### src/rtl/udma_smi_responder.sv
// udma_smi_responder
// Clause-22 SMI/MDIO management target (PHY side). MDC and MDIO are
// oversampled on clk_i; management frames addressed to phy_addr_i are turned
// into single-cycle register-port strobes, and read data is shifted back out
// on MDIO.
//
// Ports
//   clk_i, rstn_i          system clock, synchronous active-low reset
//   phy_addr_i[4:0]        this target's PHY address (static while busy_o)
//   mdc_i, mdio_i          asynchronous management clock / MDIO pad input
//   mdio_o, mdio_oe_o      MDIO drive value and output enable
//   reg_addr_o[4:0]        register address of the current frame
//   reg_rd_o               read strobe; reg_rdata_i[15:0] sampled 1 clk later
//   reg_we_o               write strobe, reg_wdata_o[15:0] valid with it
//   busy_o                 high from ST detected to end of frame
//   frame_err_o            pulse on a write frame to this PHY with bad TA
//
// Build option
//   SMI_RESP_PREAMBLE_SUPPRESS_EN: after a successful frame to this PHY the
//   next ST is accepted after a single idle 1 bit.
//
// state     | meaning
// ----------+-----------------------------------------------------------
// S_IDLE    | counting preamble ones, waiting for the ST 0 bit
// S_ST      | expecting the second ST bit (1)
// S_OP      | collecting the 2 opcode bits
// S_PHYAD   | collecting PHYAD, match flag latched on the last bit
// S_REGAD   | collecting REGAD into reg_addr_o
// S_SKIP    | frame for another PHY, letting TA + DATA (18 bits) pass
// S_RD_TA   | read turnaround, oe asserted on the 2nd falling edge
// S_RD_DATA | driving DATA[15:0] on falling edges, release after DATA[0]
// S_WR_TA   | sampling write TA, must be 10
// S_WR_DATA | shifting in 16 write data bits

module udma_smi_responder #(
  parameter int unsigned PREAMBLE_MIN = 32,
  parameter int unsigned SYNC_STAGES  = 2
) (
  input  logic        clk_i,
  input  logic        rstn_i,
  input  logic [4:0]  phy_addr_i,
  input  logic        mdc_i,
  input  logic        mdio_i,
  output logic        mdio_o,
  output logic        mdio_oe_o,
  output logic [4:0]  reg_addr_o,
  output logic        reg_rd_o,
  input  logic [15:0] reg_rdata_i,
  output logic        reg_we_o,
  output logic [15:0] reg_wdata_o,
  output logic        busy_o,
  output logic        frame_err_o
);

  typedef enum logic [3:0] {
    S_IDLE, S_ST, S_OP, S_PHYAD, S_REGAD, S_SKIP,
    S_RD_TA, S_RD_DATA, S_WR_TA, S_WR_DATA
  } state_e;

  localparam logic [5:0] PRE_MIN = 6'(PREAMBLE_MIN);
  localparam logic [5:0] PRE_SAT = 6'd32;

  logic [SYNC_STAGES-1:0] mdc_sync_q, mdio_sync_q;
  logic                   mdc_prev_q;
  logic                   mdc_rise, mdc_fall, bit_in, pre_ok;

  state_e      state_q, state_d;
  logic [5:0]  pre_cnt_q, pre_cnt_d;
  logic [4:0]  bit_cnt_q, bit_cnt_d;
  logic [15:0] shift_q, shift_d;
  logic [4:0]  reg_addr_q, reg_addr_d;
  logic        is_rd_q, is_rd_d;
  logic        match_q, match_d;
  logic        mdio_q, mdio_d;
  logic        oe_q, oe_d;
  logic        rd_q, rd_d;
  logic        rd_dly_q;
  logic        we_pend_q, we_pend_d;
  logic        we_q;
  logic [15:0] wdata_q, wdata_d;
  logic        err_q, err_d;

  assign bit_in   = mdio_sync_q[SYNC_STAGES-1];
  assign mdc_rise =  mdc_sync_q[SYNC_STAGES-1] & ~mdc_prev_q;
  assign mdc_fall = ~mdc_sync_q[SYNC_STAGES-1] &  mdc_prev_q;

`ifdef SMI_RESP_PREAMBLE_SUPPRESS_EN
  logic sup_q, sup_d;
  assign pre_ok = (pre_cnt_q >= PRE_MIN) || (sup_q && (pre_cnt_q != 6'd0));
`else
  assign pre_ok = (pre_cnt_q >= PRE_MIN);
`endif

  always_comb begin
    state_d    = state_q;
    pre_cnt_d  = (state_q == S_IDLE) ? pre_cnt_q : 6'd0;
    bit_cnt_d  = bit_cnt_q;
    // Read data arrives one clk after the strobe cycle.
    shift_d    = rd_dly_q ? reg_rdata_i : shift_q;
    reg_addr_d = reg_addr_q;
    is_rd_d    = is_rd_q;
    match_d    = match_q;
    mdio_d     = mdio_q;
    oe_d       = oe_q;
    rd_d       = 1'b0;
    we_pend_d  = 1'b0;
    wdata_d    = wdata_q;
    err_d      = 1'b0;
`ifdef SMI_RESP_PREAMBLE_SUPPRESS_EN
    sup_d      = sup_q;
`endif
    case (state_q)
      S_IDLE: if (mdc_rise) begin
        if (bit_in) begin
          if (pre_cnt_q < PRE_SAT) pre_cnt_d = pre_cnt_q + 6'd1;
        end else begin
          pre_cnt_d = 6'd0;
          if (pre_ok) begin
            state_d = S_ST;
`ifdef SMI_RESP_PREAMBLE_SUPPRESS_EN
            sup_d   = 1'b0;
`endif
          end
        end
      end
      S_ST: if (mdc_rise) begin
        bit_cnt_d = 5'd0;
        state_d   = bit_in ? S_OP : S_IDLE;
      end
      S_OP: if (mdc_rise) begin
        shift_d = {shift_q[14:0], bit_in};
        if (bit_cnt_q == 5'd0) begin
          bit_cnt_d = 5'd1;
        end else begin
          bit_cnt_d = 5'd0;
          case ({shift_q[0], bit_in})
            2'b10:   begin is_rd_d = 1'b1; state_d = S_PHYAD; end
            2'b01:   begin is_rd_d = 1'b0; state_d = S_PHYAD; end
            default: state_d = S_IDLE;
          endcase
        end
      end
      S_PHYAD: if (mdc_rise) begin
        shift_d = {shift_q[14:0], bit_in};
        if (bit_cnt_q == 5'd4) begin
          match_d   = ({shift_q[3:0], bit_in} == phy_addr_i);
          bit_cnt_d = 5'd0;
          state_d   = S_REGAD;
        end else begin
          bit_cnt_d = bit_cnt_q + 5'd1;
        end
      end
      S_REGAD: if (mdc_rise) begin
        reg_addr_d = {reg_addr_q[3:0], bit_in};
        if (bit_cnt_q == 5'd4) begin
          bit_cnt_d = 5'd0;
          if (!match_q)     state_d = S_SKIP;
          else if (is_rd_q) begin state_d = S_RD_TA; rd_d = 1'b1; end
          else              state_d = S_WR_TA;
        end else begin
          bit_cnt_d = bit_cnt_q + 5'd1;
        end
      end
      S_SKIP: if (mdc_rise) begin
        if (bit_cnt_q == 5'd17) state_d = S_IDLE;
        else                    bit_cnt_d = bit_cnt_q + 5'd1;
      end
      S_RD_TA: if (mdc_fall) begin
        if (bit_cnt_q == 5'd0) begin
          bit_cnt_d = 5'd1;
        end else begin
          oe_d      = 1'b1;
          mdio_d    = 1'b0;
          bit_cnt_d = 5'd0;
          state_d   = S_RD_DATA;
        end
      end
      S_RD_DATA: if (mdc_fall) begin
        if (bit_cnt_q == 5'd16) begin
          oe_d    = 1'b0;
          mdio_d  = 1'b0;
          state_d = S_IDLE;
`ifdef SMI_RESP_PREAMBLE_SUPPRESS_EN
          sup_d   = 1'b1;
`endif
        end else begin
          mdio_d    = shift_q[15];
          shift_d   = {shift_q[14:0], 1'b0};
          bit_cnt_d = bit_cnt_q + 5'd1;
        end
      end
      S_WR_TA: if (mdc_rise) begin
        shift_d = {shift_q[14:0], bit_in};
        if (bit_cnt_q == 5'd0) begin
          bit_cnt_d = 5'd1;
        end else if ({shift_q[0], bit_in} == 2'b10) begin
          bit_cnt_d = 5'd0;
          state_d   = S_WR_DATA;
        end else begin
          err_d   = 1'b1;
          state_d = S_IDLE;
        end
      end
      S_WR_DATA: if (mdc_rise) begin
        shift_d = {shift_q[14:0], bit_in};
        if (bit_cnt_q == 5'd15) begin
          wdata_d   = {shift_q[14:0], bit_in};
          we_pend_d = 1'b1;
          state_d   = S_IDLE;
`ifdef SMI_RESP_PREAMBLE_SUPPRESS_EN
          sup_d     = 1'b1;
`endif
        end else begin
          bit_cnt_d = bit_cnt_q + 5'd1;
        end
      end
      default: state_d = S_IDLE;
    endcase
  end

  always_ff @(posedge clk_i) begin
    if (!rstn_i) begin
      mdc_sync_q  <= '0;
      mdio_sync_q <= '0;
      mdc_prev_q  <= 1'b0;
      state_q     <= S_IDLE;
      pre_cnt_q   <= 6'd0;
      bit_cnt_q   <= 5'd0;
      shift_q     <= 16'd0;
      reg_addr_q  <= 5'd0;
      is_rd_q     <= 1'b0;
      match_q     <= 1'b0;
      mdio_q      <= 1'b0;
      oe_q        <= 1'b0;
      rd_q        <= 1'b0;
      rd_dly_q    <= 1'b0;
      we_pend_q   <= 1'b0;
      we_q        <= 1'b0;
      wdata_q     <= 16'd0;
      err_q       <= 1'b0;
`ifdef SMI_RESP_PREAMBLE_SUPPRESS_EN
      sup_q       <= 1'b0;
`endif
    end else begin
      mdc_sync_q  <= {mdc_sync_q[SYNC_STAGES-2:0], mdc_i};
      mdio_sync_q <= {mdio_sync_q[SYNC_STAGES-2:0], mdio_i};
      mdc_prev_q  <= mdc_sync_q[SYNC_STAGES-1];
      state_q     <= state_d;
      pre_cnt_q   <= pre_cnt_d;
      bit_cnt_q   <= bit_cnt_d;
      shift_q     <= shift_d;
      reg_addr_q  <= reg_addr_d;
      is_rd_q     <= is_rd_d;
      match_q     <= match_d;
      mdio_q      <= mdio_d;
      oe_q        <= oe_d;
      rd_q        <= rd_d;
      rd_dly_q    <= rd_q;
      we_pend_q   <= we_pend_d;
      we_q        <= we_pend_q;
      wdata_q     <= wdata_d;
      err_q       <= err_d;
`ifdef SMI_RESP_PREAMBLE_SUPPRESS_EN
      sup_q       <= sup_d;
`endif
    end
  end

  assign mdio_o      = mdio_q;
  assign mdio_oe_o   = oe_q;
  assign reg_addr_o  = reg_addr_q;
  assign reg_rd_o    = rd_q;
  assign reg_we_o    = we_q;
  assign reg_wdata_o = wdata_q;
  assign busy_o      = (state_q != S_IDLE);
  assign frame_err_o = err_q;

endmodule

### config.mk
export PLATFORM = sky130hd
export DESIGN_NAME = udma_smi_responder
export DESIGN_NICKNAME = d
export VERILOG_FILES = /design/src/rtl/udma_smi_responder.sv
export SDC_FILE = /design/constraint.sdc
export NUM_CORES = 1
export LEC_CHECK = 0
export ABC_CLOCK_PERIOD_IN_PS = 2200
export BUFFER_PORTS_ARGS = -buffer_cell sky130_fd_sc_hd__buf_2
export CORE_UTILIZATION = 51
export CTS_CLUSTER_SIZE = 16
export DETAILED_ROUTE_END_ITERATION = 10
export PLACE_DENSITY = 0.88
export SLEW_MARGIN = 30
export SYNTH_ARGS = -nofsm -noshare
export SYNTH_HDL_FRONTEND = slang
export SYNTH_SLANG_ARGS = --single-unit
### constraint.sdc
create_clock -name clk_i -period 2.2 [get_ports clk_i]
set_clock_uncertainty 0.05 [all_clocks]
set_input_delay 0.66 -clock clk_i [delete_from_list [all_inputs] [get_ports clk_i]]
set_output_delay 0.66 -clock clk_i [all_outputs]
set_load 0.02 [all_outputs]
* Yosys cells after proc, flatten, opt, wreduce, memory -nomap -nowiden
Cells that the tools add are included. W data, S select, Z words.
Word-level totals: bits in registers 66, latch bits 0, RAM bits 0, memory bits (read-only) 0, bits of input ports 25, output and inout bits 27, word-level logic and storage cells 157, memories kept 0
Cells by class: add/subtract/negate cells 2, multipliers 0, divide/modulo/power cells 0, magnitude comparators 2, equal/unequal tests 41, shift operators 0, muxes and demuxes 66, bitwise operators 8, reductions and logical operators 20
Operators with widths (count):
- $mux W4 | 23
- $mux W5 | 14
- $mux W16 | 4
- $ne A2 B2 Y1 const B | 23
- $pmux W4 S10 | 1
- $pmux W5 S8 | 1
- $pmux W16 S2 | 1
- $mux W6 | 5
- $reduce_and A20 Y1 | 1
- $eq A4 B3 Y1 const B | 4
- $reduce_and A13 Y1 | 1
- $mux W1 | 12
- $eq A5 B5 Y1 const B | 2
- $reduce_and A5 Y1 | 2
- $reduce_and A3 Y1 | 3
- $eq A4 B2 Y1 const B | 2
- $eq A4 B4 Y1 const B | 2
- $reduce_and A4 Y1 | 2
- $reduce_bool A8 Y1 | 1
- $reduce_or A4 Y1 | 2
- $add A6 B1 Y6 const B | 1
- $ge A6 B6 Y1 const B | 1
- $lt A6 B6 Y1 const B | 1
- $not A1 Y1 | 6
- 18 further kinds | 24

* Logic depth before layout (Yosys ltp)
Gate-level depths: netlist of run 1.
depth after elaboration 6, mapped depth 8, mapped depth without buffers 8

* Worst setup path after synthesis of run 1
OpenSTA, ideal clock, no wires.
path type register to register, from register bit_cnt_q[0], to register bit_cnt_q[2], setup time 0.117 ns, arrival 2.030 ns, setup slack 0.003 ns, stages on the path, launching flop included 9, path buffers 0, clock period less this slack 2.197 ns, cells stage by stage dfxtp_1 > ha_1 > and3_1 > ha_1 > nand2_1 > nand3_1 > a2111o_1 > a211o_1 > a32o_1
Between the ends: cells in the longest elaborated chain, start to end 4
RTL lines:
- start, declared | line 69 | logic [4:0] bit_cnt_q, bit_cnt_d;
- start signal, assigned | line 250 | bit_cnt_q <= bit_cnt_d;
- $add A5 B1 Y5 (tied with other cells)
- $mux W5 (on tied branches) (2 in a row)
- $pmux W5 S8 | line 112 | case (state_q)
Parallel ways exist; a longest one is shown, timed or not. The select of a mux whose other input is x is not followed. A chain may end at the register's enable or synchronous reset.

* Worst setup path in the final report of run 1
from register bit_cnt_q[2], to register bit_cnt_q[2]
Same word-level chain as after synthesis.

==> impl_results.md, run 1 <==
* Count of flip-flops with a built-in enable after synthesis at 0
* Critical-path top delay cell: dfxtp_1
* Cell Rows at 28
* Detail Placement HPWL at between 5 and 6 mm
* Final max-slew violation count at 0
* Library cells used by synthesis at 52
* Number of hold buffers added after CTS at 0
* Vias in the first global route at 2886
* Most instantiated flip-flop cell in the synthesis netlist: dfxtp_1
* Arr. time, crit path at roughly 2.4 ns
* Cell area after layout at approximately 4100 um^2
* Final RePlAce weighted congestion at between 1 and 1.5
* Share of the synthesized area in the top cell type at 41.1%
* Power density relative to cell area at 575 nW/um^2
* Largest net degree at the start of global routing at between 40 and 50
* Fmax at ~0.46 GHz
* Placed inst area at between 3000 and 4000 um^2
* GRT Overall Usage at between 20% and 30%
* Routed length per placed instance at 16.7 um
* R2R Setup Slk at slightly above 0.009 ns
* Synthesized Nets at between 300 and 400
* Kind of cell adding the most delay to the critical path: compound AO/OA/AOI/OAI gates
* Reg2reg path depth at 5
* R2r startpoint: bit_cnt_q[2]
* Global-route wire length before repair at 13.3 mm
* DRC violation count after routing at 0
* CP cell instances: and4bb_1 -> o21ai_0 -> a221o_1 -> a211o_1 -> a32o_1
* Worst r2r dst: bit_cnt_q[2]
* Average footprint of a synthesized cell at 9.11 um^2
* Master cell of the clock root buffer: clkbuf_8
* Largest stage delay on the critical path at 0.58 ns
* Sum of negative setup slack at 0 ns
* Crit path launch type: flip-flop
* Cts bufs inserted at 9
* Setup CP Type: flip-flop to flip-flop
* Nature of the critical path endpoint: flip-flop
* Filler Cells Inserted at around 440
* Hold Violations, Final at 0
* Cell type contributing the most total cell area after synthesis: dfxtp_1
* # port buffers at slightly above 50
* Post-route clock period utilization at ~100%
* Number of instances in the synthesized netlist at about 350
* Slew at the pin with the worst max-slew slack at about 0.49 ns
* Proportion of synthesized flip-flops having asynchronous set or reset at 0%
* Total leakage power at between 1.5 and 2 nW
* Residual antenna-violating net count after detailed routing at 0
* Hold EP: reg_we_o
* Most frequent standard cell in the layout excluding fill and tap cells: dfxtp_1
* Worst min-delay path startpoint: we_pend_q
* Setup repair after global routing missed its margin: yes
* Leading cell types by total area after synthesis: dfxtp_1 41%, mux2i_1 13%, nor2_1 5.8%
* Clock tree from TritonCTS: built
* Clk buf depth at 2
* Required time at the endpoint of the critical path at around 2.4 ns
* Worst skew pair latency at between 0.3 and 0.4 ns
* Share of the core filled with cells at about two thirds
* Hold Crit Depth at 1
* Number of nets in the layout at around 460
* Die height at just over 80 um
* Warnings, synthesis at 0
* Max-slew headroom at about two thirds
* Mapped cell area at around 3200 um^2
* Die Outline Area at between 6000 and 7000 um^2
* Run status: finished clean
* Proportion of synthesized chip area in sequential cells at approximately 40%
* Shortest period the worst path allows at 2.19 ns
* Worst vdd rail ir drop at 0.640 mV
* WP buf/inv at 0
* Share of layout cells above drive strength 1 at roughly 28%
* Antenna cells at 0
* Clk sinks at 66
* Total number of H-tree levels at 3
* Clock transition at the registers of the reported paths at 0.07 ns
* Initial antenna violation count at 0
* Via density per instance at just under 6
* # setup viols final at 0
* Overall via count from detail_route at roughly 3000
* Total congestion overflow at 0
* Final WL at 8.48 mm
* Number of max-cap violations at 0
* Detailed router's first-iteration violation count at roughly 440
* I/O pin total at 52
* Count of state elements after synthesis at between 60 and 70
* First-pass detailed-route iteration total at 7
* Synthesis-to-finish area growth at 26.5%
* Commonest cells after routing, fill and taps aside: 63 x dfxtp_1, 51 x buf_2, 50 x nor2_1, 42 x mux2i_1, 31 x buf_4
* CP max FO at 9
* Min-Delay Path Class: flip-flop to flip-flop
* Initial cell density of the core at 53.7%
* Die X at just over 80 um
* Area of the core region at between 5000 and 6000 um^2
cell families after synthesis:
family,count (synthesis),share of synthesized area [%]
muxes,44,13.7
adders and majority gates,8,3.11
buffers and inverters,36,4.75
and+or+nand+nor,127,20.9
xor gates and xnor gates,9,2.45
DFF,66,41.1
AOI/OAI and AO/OA,63,14.0
where the power goes:
part	total [mW]	internal, mW	switching, mW
logic	0.0771	0.0341	0.0430
clock network	1.06	0.589	0.474
registers	1.20	1.20	0.00351
total	2.34	1.82	0.520
repair_timing:
action,CTS,global route
cloned,0,0
buffers inserted,1,4
gates resized for setup,4,18
endpoints found under the setup margin,5,7
pin swaps,2,7
stage by stage:
stage / instances / hold WS (ns) / power, mW / worst slack (ns)
finish: 508 / 0.387 / 2.34 / 0.00921
global route: 508 / 0.408 / 2.42 / -0.0518
CTS: 504 / 0.395 / 2.36 / 0.0137
detailed placement: 487 / 0.381 / 1.31 / -0.0871
global placement: 487 / 0.364 / 1.30 / -0.00996
floorplan: 353 / 0.362 / 1.27 / 0.00286
state kept, by name, indices dropped and copies added (netlist names), 2 cells and up:
register / count
shift_q: 16
reg_wdata_o: 16
state_q: 4
mdc_sync_q: 2
pre_cnt_q: 6
mdio_sync_q: 2
reg_addr_o: 5
bit_cnt_q: 5
routing by layer:
metal  GRT usage (%)  up-vias  wire [um]  part of all wire, %
met5               0        -          0                    0
met3            7.78       40        766                  9.0
met4            13.6        0        324                  3.8
met2            42.4      170       4000                   47
met1            32.3     1395       3390                   40
li1                -     1418          -                    -
cell usage after synthesis (all sizes together) (3+ instances only):
| cell | n |
|---|---|
| and4 | 3 |
| nand2 | 16 |
| o21ai | 10 |
| buf | 7 |
| nor2 | 50 |
| nand2b | 4 |
| xnor2 | 5 |
| mux2i | 43 |
| nor2b | 6 |
| nand4 | 4 |
| o22ai | 4 |
| xor2 | 4 |
| nor3 | 8 |
| a21oi | 10 |
| dfxtp | 66 |
| and3 | 5 |
| a211oi | 17 |
| clkbuf | 14 |
| ha | 8 |
| and2 | 8 |
| a32oi | 3 |
| inv | 15 |
| a211o | 3 |
| nand3 | 10 |
worst reg2reg max path: cells and delay by family (launching register included):
family	cells	cell delay, ns
simple gates	1	0.32
flops	1	0.58
compound gates	4	1.14
layout make-up:
cell class	count	area (um^2)	area share (%)
Timing Repair Buffer	85	548	13.5
Clock buffer	11	151	3.72
Multi-Input combinational cell	251	1830	45.0
Clock inverter	5	60.1	1.48
Tap cell	75	93.8	2.31
Sequential cell	66	1330	32.7
Inverter	15	56.3	1.38
worst max-delay path by stage:
stage                  from      endpoint  slack (ns)  depth (start not counted)
4_1_cts        bit_cnt_q[0]        mdio_o        0.01                          7
6_report       bit_cnt_q[2]  bit_cnt_q[2]       0.009                          5
3_5_place_dp   bit_cnt_q[0]  bit_cnt_q[0]       -0.09                          9
5_1_grt        bit_cnt_q[1]  bit_cnt_q[3]       -0.05                          7
2_1_floorplan  bit_cnt_q[0]  bit_cnt_q[2]       0.003                          8
3_3_place_gp   bit_cnt_q[0]  bit_cnt_q[0]       -0.01                          9
(Power assumes the default switching activity.)
==> run 2: changes to the inputs <==
Settings changed: REMOVE_ABC_BUFFERS set to 1.
==> impl_results.md, run 2 (synthesis gave the netlist of run 1 again) <==
* Setup repair after global routing missed its margin: yes
* Die height at between 80 and 90 um
* Detail Placement HPWL at approximately 5.9 mm
* Cts bufs inserted at 9
* Sum of negative setup slack at -0.00458 ns
* Min Hold Slack at roughly 0.39 ns
* Power, Total at 2.28 mW
* Commonest cells after routing, fill and taps aside: 63 x dfxtp_1, 51 x buf_2, 50 x nor2_1, 42 x mux2i_1, 33 x buf_4
* CP max FO at 4
* Detailed router's first-iteration violation count at around 310
* Max-slew headroom at approximately 66%
* Number of max-cap violations at 0
* Arr. time, crit path at ~2.4 ns
* Cell internal pwr at 1.76 mW
* Pre-CTS setup slack at -0.162 ns
* Die Outline Area at approximately 6600 um^2
* Die X at about 81 um
* Total congestion overflow at 0
* # setup viols final at 1
* I/O pin total at 52
* Switching share of power at a little under a quarter
* Initial cell density of the core at ~54%
* Switching pwr at 520 uW
* Area of the core region at 5990 um^2
* Via density per instance at 5.79
* Clock tree from TritonCTS: built
* Clock power frac at between 40% and 50%
* Routed length per placed instance at 16.5 um
* Number of nets in the layout at 464
* Overall via count from detail_route at about 3000
* Residual antenna-violating net count after detailed routing at 0
* Shortest period the worst path allows at 2.20 ns
* Violations in the final reports: setup timing
* Crit path launch type: flip-flop
* Post-route clock period utilization at 100%
* Hold Violations, Final at 0
* Share of power burned in registers at between 50% and 60%
* Synthesis-to-finish area growth at 26.6%
* Final RePlAce weighted congestion at 0.929
* DRC violation count after routing at 0
* Run status: finished with violations
* Final max-slew violation count at 0
* Global-route wire length before repair at between 10 and 15 mm
* Share of layout cells above drive strength 1 at ~29%
* Slew at the pin with the worst max-slew slack at around 0.51 ns
* Clk buf depth at 2
* Clock transition at the registers of the reported paths at ~0.070 ns
* Power density relative to cell area at roughly 560 nW/um^2
* Worst vdd rail ir drop at around 0.48 mV
* Min-Delay Path Class: flip-flop to flip-flop
* GRT Overall Usage at a little over a quarter
* Comb power frac at approximately 3.4%
* Number of hold buffers added after CTS at 0
* # port buffers at slightly above 50
* Initial antenna violation count at 0
* Final Worst Setup Slack at -0.00458 ns
* Worst skew pair latency at approximately 0.35 ns
* Required time at the endpoint of the critical path at about 2.4 ns
* Total number of H-tree levels at 3
* Total leakage power at between 1.5 and 2 nW
* Fmax at between 0.4 and 0.5 GHz
* Vias in the first global route at around 2800
* Largest net degree at the start of global routing at 41
* Most frequent standard cell in the layout excluding fill and tap cells: dfxtp_1
* Setup CP Type: flip-flop to flip-flop
* Antenna cells at 0
* First-pass detailed-route iteration total at 5
* Master cell of the clock root buffer: clkbuf_8
* Final WL at approximately 8.4 mm
* Nature of the critical path endpoint: flip-flop
* Cell Rows at 28
* Clk sinks at 66
## run 2: metrics by stage
| stage | cells | instance area, um^2 | utilization (%) |
|---|---|---|---|
| 2_1_floorplan | 332 | 3120 | - |
| 3_3_place_gp | 492 | 3770 | 62.9 |
| 3_5_place_dp | 492 | 3770 | 62.9 |
| 4_1_cts | 509 | 3990 | 66.7 |
| 5_1_grt | 511 | 4070 | 68.0 |
| 6_report | 511 | 4070 | 68.0 |
## run 2: critical path, stage by stage, from the launching register on
cell	delay, ns
dfxtp_4	0.37
ha_2	0.19
and3_4	0.19
ha_4	0.16
nand2_2	0.06
nand3_2	0.07
a2111o_1	0.48
a211o_1	0.29
a32o_1	0.25
## run 2: timing repair
item | in CTS | in global routing
buffers inserted | 1 | 2
pin swaps | 2 | 8
setup endpoints to repair | 5 | 13
resized for setup | 8 | 16
hold endpoints to repair | 0 | 0
## run 2: power groups by stage
stage	sequential, mW	combinational, mW	clock [mW]
3_3_place_gp	1.23	0.0760	0
2_1_floorplan	1.23	0.0286	0
5_1_grt	1.20	0.0849	1.08
6_report	1.20	0.0780	0.998
3_5_place_dp	1.23	0.0777	0
4_1_cts	1.20	0.0780	1.02
## run 2: cell type report
cell class                 instances  area, um^2
clock buffer                      10         128
timing repair buffer              88         574
sequential                        66        1330
fill                             465        1920
tap                               75        93.8
clock inverter                     6        65.1
inverter                          15        56.3
multi-input combinational        251        1830
## run 2: final timing paths
| check | startpoint | end | slack (ns) | cells after the start |
|---|---|---|---|---|
| min | we_pend_q | reg_we_o | 0.39 | 1 |
| min reg2reg | we_pend_q | reg_we_o | 0.39 | 1 |
| max reg2reg | bit_cnt_q[0] | bit_cnt_q[3] | -0.005 | 8 |
| max | bit_cnt_q[0] | bit_cnt_q[3] | -0.005 | 8 |
## run 2: routing by layer
layer / GRT usage, % / vias up / share of wire, %
met5: 0 / - / 0
met4: 13.2 / 0 / 3.8
met3: 8.22 / 34 / 6.7
met2: 44.3 / 128 / 47
met1: 31.4 / 1383 / 42
li1: - / 1416 / -
==> run 3: changes to the inputs <==
Settings changed: CORE_UTILIZATION 51 to 30, PLACE_DENSITY 0.88 to 0.61, RECOVER_POWER set to 100.
==> impl_results.md, run 3 (synthesis gave the netlist of run 1 again) <==
* Clock tree from TritonCTS: built
* Post-layout instance count excluding filler cells at roughly 560
* Die Outline Area at between 10000 and 15000 um^2
* Worst skew pair latency at 0.34 ns
* Crit path launch type: flip-flop
* Clk buf depth at 2
* Hold Violations, Final at 0
* Master cell of the clock root buffer: clkbuf_8
* Placed inst area at around 3800 um^2
* Setup repair after global routing missed its margin: yes
* Shortest period the worst path allows at 2.17 ns
* Worst vdd rail ir drop at between 0.4 and 0.5 mV
* Hold EP: mdio_sync_q[1]
* Area of the core region at between 10000 and 15000 um^2
* Global-route wire length before repair at 13.7 mm
* Detailed router's first-iteration violation count at 262
* Overall via count from detail_route at approximately 2800
* Cts bufs inserted at 9
* # setup viols final at 0
* R2R Setup Slk at between 0.02 and 0.03 ns
* Antenna cells at 0
* CP max FO at 3
* Detail Placement HPWL at roughly 5.8 mm
* Cell area after layout at between 4000 and 5000 um^2
* Clock transition at the registers of the reported paths at around 0.080 ns
* DRC violation count after routing at 0
* Commonest cells after routing, fill and taps aside: 63 x dfxtp_1, 50 x nor2_1, 42 x mux2i_1, 31 x clkbuf_1, 24 x buf_2
* First-pass detailed-route iteration total at 4
* Nature of the critical path endpoint: flip-flop
* Worst r2r dst: bit_cnt_q[2]
* Largest net degree at the start of global routing at between 40 and 50
* Initial antenna violation count at 0
* Run status: finished clean
* Number of max-cap violations at 0
* Reg2reg path depth at 8
* Routed length per placed instance at 14.5 um
* I/O pin total at 52
* Setup CP Type: flip-flop to flip-flop
* Synthesis-to-finish area growth at 25.9%
* Residual antenna-violating net count after detailed routing at 0
* # port buffers at 51
* Die height at between 100 and 150 um
* Total leakage power at roughly 1.5 nW
* Final max-slew violation count at 0
* Initial cell density of the core at 31.0%
* Hold Crit Depth at 1
* Total number of H-tree levels at 3
* Total congestion overflow at 0
* Share of layout cells above drive strength 1 at 20.4%
* Cell count after placement at about 550
* Via density per instance at ~5
* Arr. time, crit path at roughly 2.4 ns
* Final RePlAce weighted congestion at around 0.90
* Power density relative to cell area at between 500 and 600 nW/um^2
* Min-Delay Path Class: flip-flop to flip-flop
* Global Route met3 Usage at between 4 and 5%
* Worst min-delay path startpoint: mdio_sync_q[0]
* R2r startpoint: bit_cnt_q[1]
* GRT Overall Usage at between 10% and 20%
* Met2 track demand over resource in global routing at 25.2%
* Final WL at around 8.2 mm
* Number of nets in the layout at roughly 460
* Met1 capacity usage during global routing at between 10% and 20%
* Die X at 106 um
* Vias in the first global route at 2852
* Post-route clock period utilization at a little over nine tenths
* Slew at the pin with the worst max-slew slack at around 0.52 ns
* Required time at the endpoint of the critical path at approximately 2.4 ns
* Most frequent standard cell in the layout excluding fill and tap cells: dfxtp_1
* Highest-utilization routing layer at the global route stage: met2
* Max-slew headroom at around 65%
* Clk sinks at 66
* Fmax at 0.460 GHz
* Cell Rows at 37
[run 3: cell count changes in the layout (fill, tap and decap cells not counted), moves of 2 or more]
cell / before / now
clkbuf_1: 1 / 31
and2_1: 8 / 6
buf_2: 51 / 24
buf_4: 33 / 21
and2_0: 0 / 2
[run 3: metal layers]
layer  up-vias  wire (um)
li1       1408          -
met1      1303       3760
met2        72       3850
met3        16        403
met4         0        178
met5         -          0
[run 3: how the worst max path moves through the flow]
stage | start | endpoint | depth (start not counted)
4_1_cts | bit_cnt_q[0] | bit_cnt_q[0] | 8
6_report | bit_cnt_q[1] | bit_cnt_q[2] | 8
3_3_place_gp | bit_cnt_q[0] | bit_cnt_q[2] | 8
5_1_grt | bit_cnt_q[0] | bit_cnt_q[2] | 8
3_5_place_dp | bit_cnt_q[0] | bit_cnt_q[2] | 8
2_1_floorplan | state_q[3] | shift_q[10] | 5
[run 3: critical path, cell delays in order (launching register included)]
cell and delay (ns):
dfxtp_4 0.36, ha_4 0.16, and3_4 0.18, ha_4 0.16
nand2_4 0.06, nand3_4 0.08, a2111o_1 0.48, a211o_1 0.29
a32o_1 0.24
[run 3: where the power goes]
part           internal (mW)  switching (mW)  total, mW  leakage, nW
Combinational         0.0347          0.0435     0.0782        0.920
Clock                  0.444           0.493      0.937       0.0859
Sequential              1.20         0.00314       1.20        0.535
[run 3: area by class of cell]
class | instances | area (um^2)
clock buffers | 11 | 141
clock inverters | 5 | 37.5
fillers | 1088 | 6320
inverters | 15 | 56.3
multi-input cells | 251 | 1850
flip-flops and latches | 66 | 1330
well taps | 136 | 170
repair buffers | 79 | 462
[run 3: metrics by stage]
step	hold WS, ns	worst slack (ns)	power (mW)	utilization, %	TNS, ns
2_1_floorplan	0.362	-0.354	1.26	-	-5.31
3_3_place_gp	0.368	-0.00479	1.31	36.5	-0.00479
3_5_place_dp	0.376	-0.0567	1.31	36.5	-0.0736
4_1_cts	0.396	0.000687	2.24	38.3	0
5_1_grt	0.409	-0.0315	2.31	39.1	-0.0315
6_report	0.391	0.0278	2.21	39.1	0
[run 3: timing repair]
action,CTS,global route
endpoints found under the setup margin,3,8
resized for setup,2,26
buffers inserted,1,1
hold buffers,0,0
pin swaps,2,5
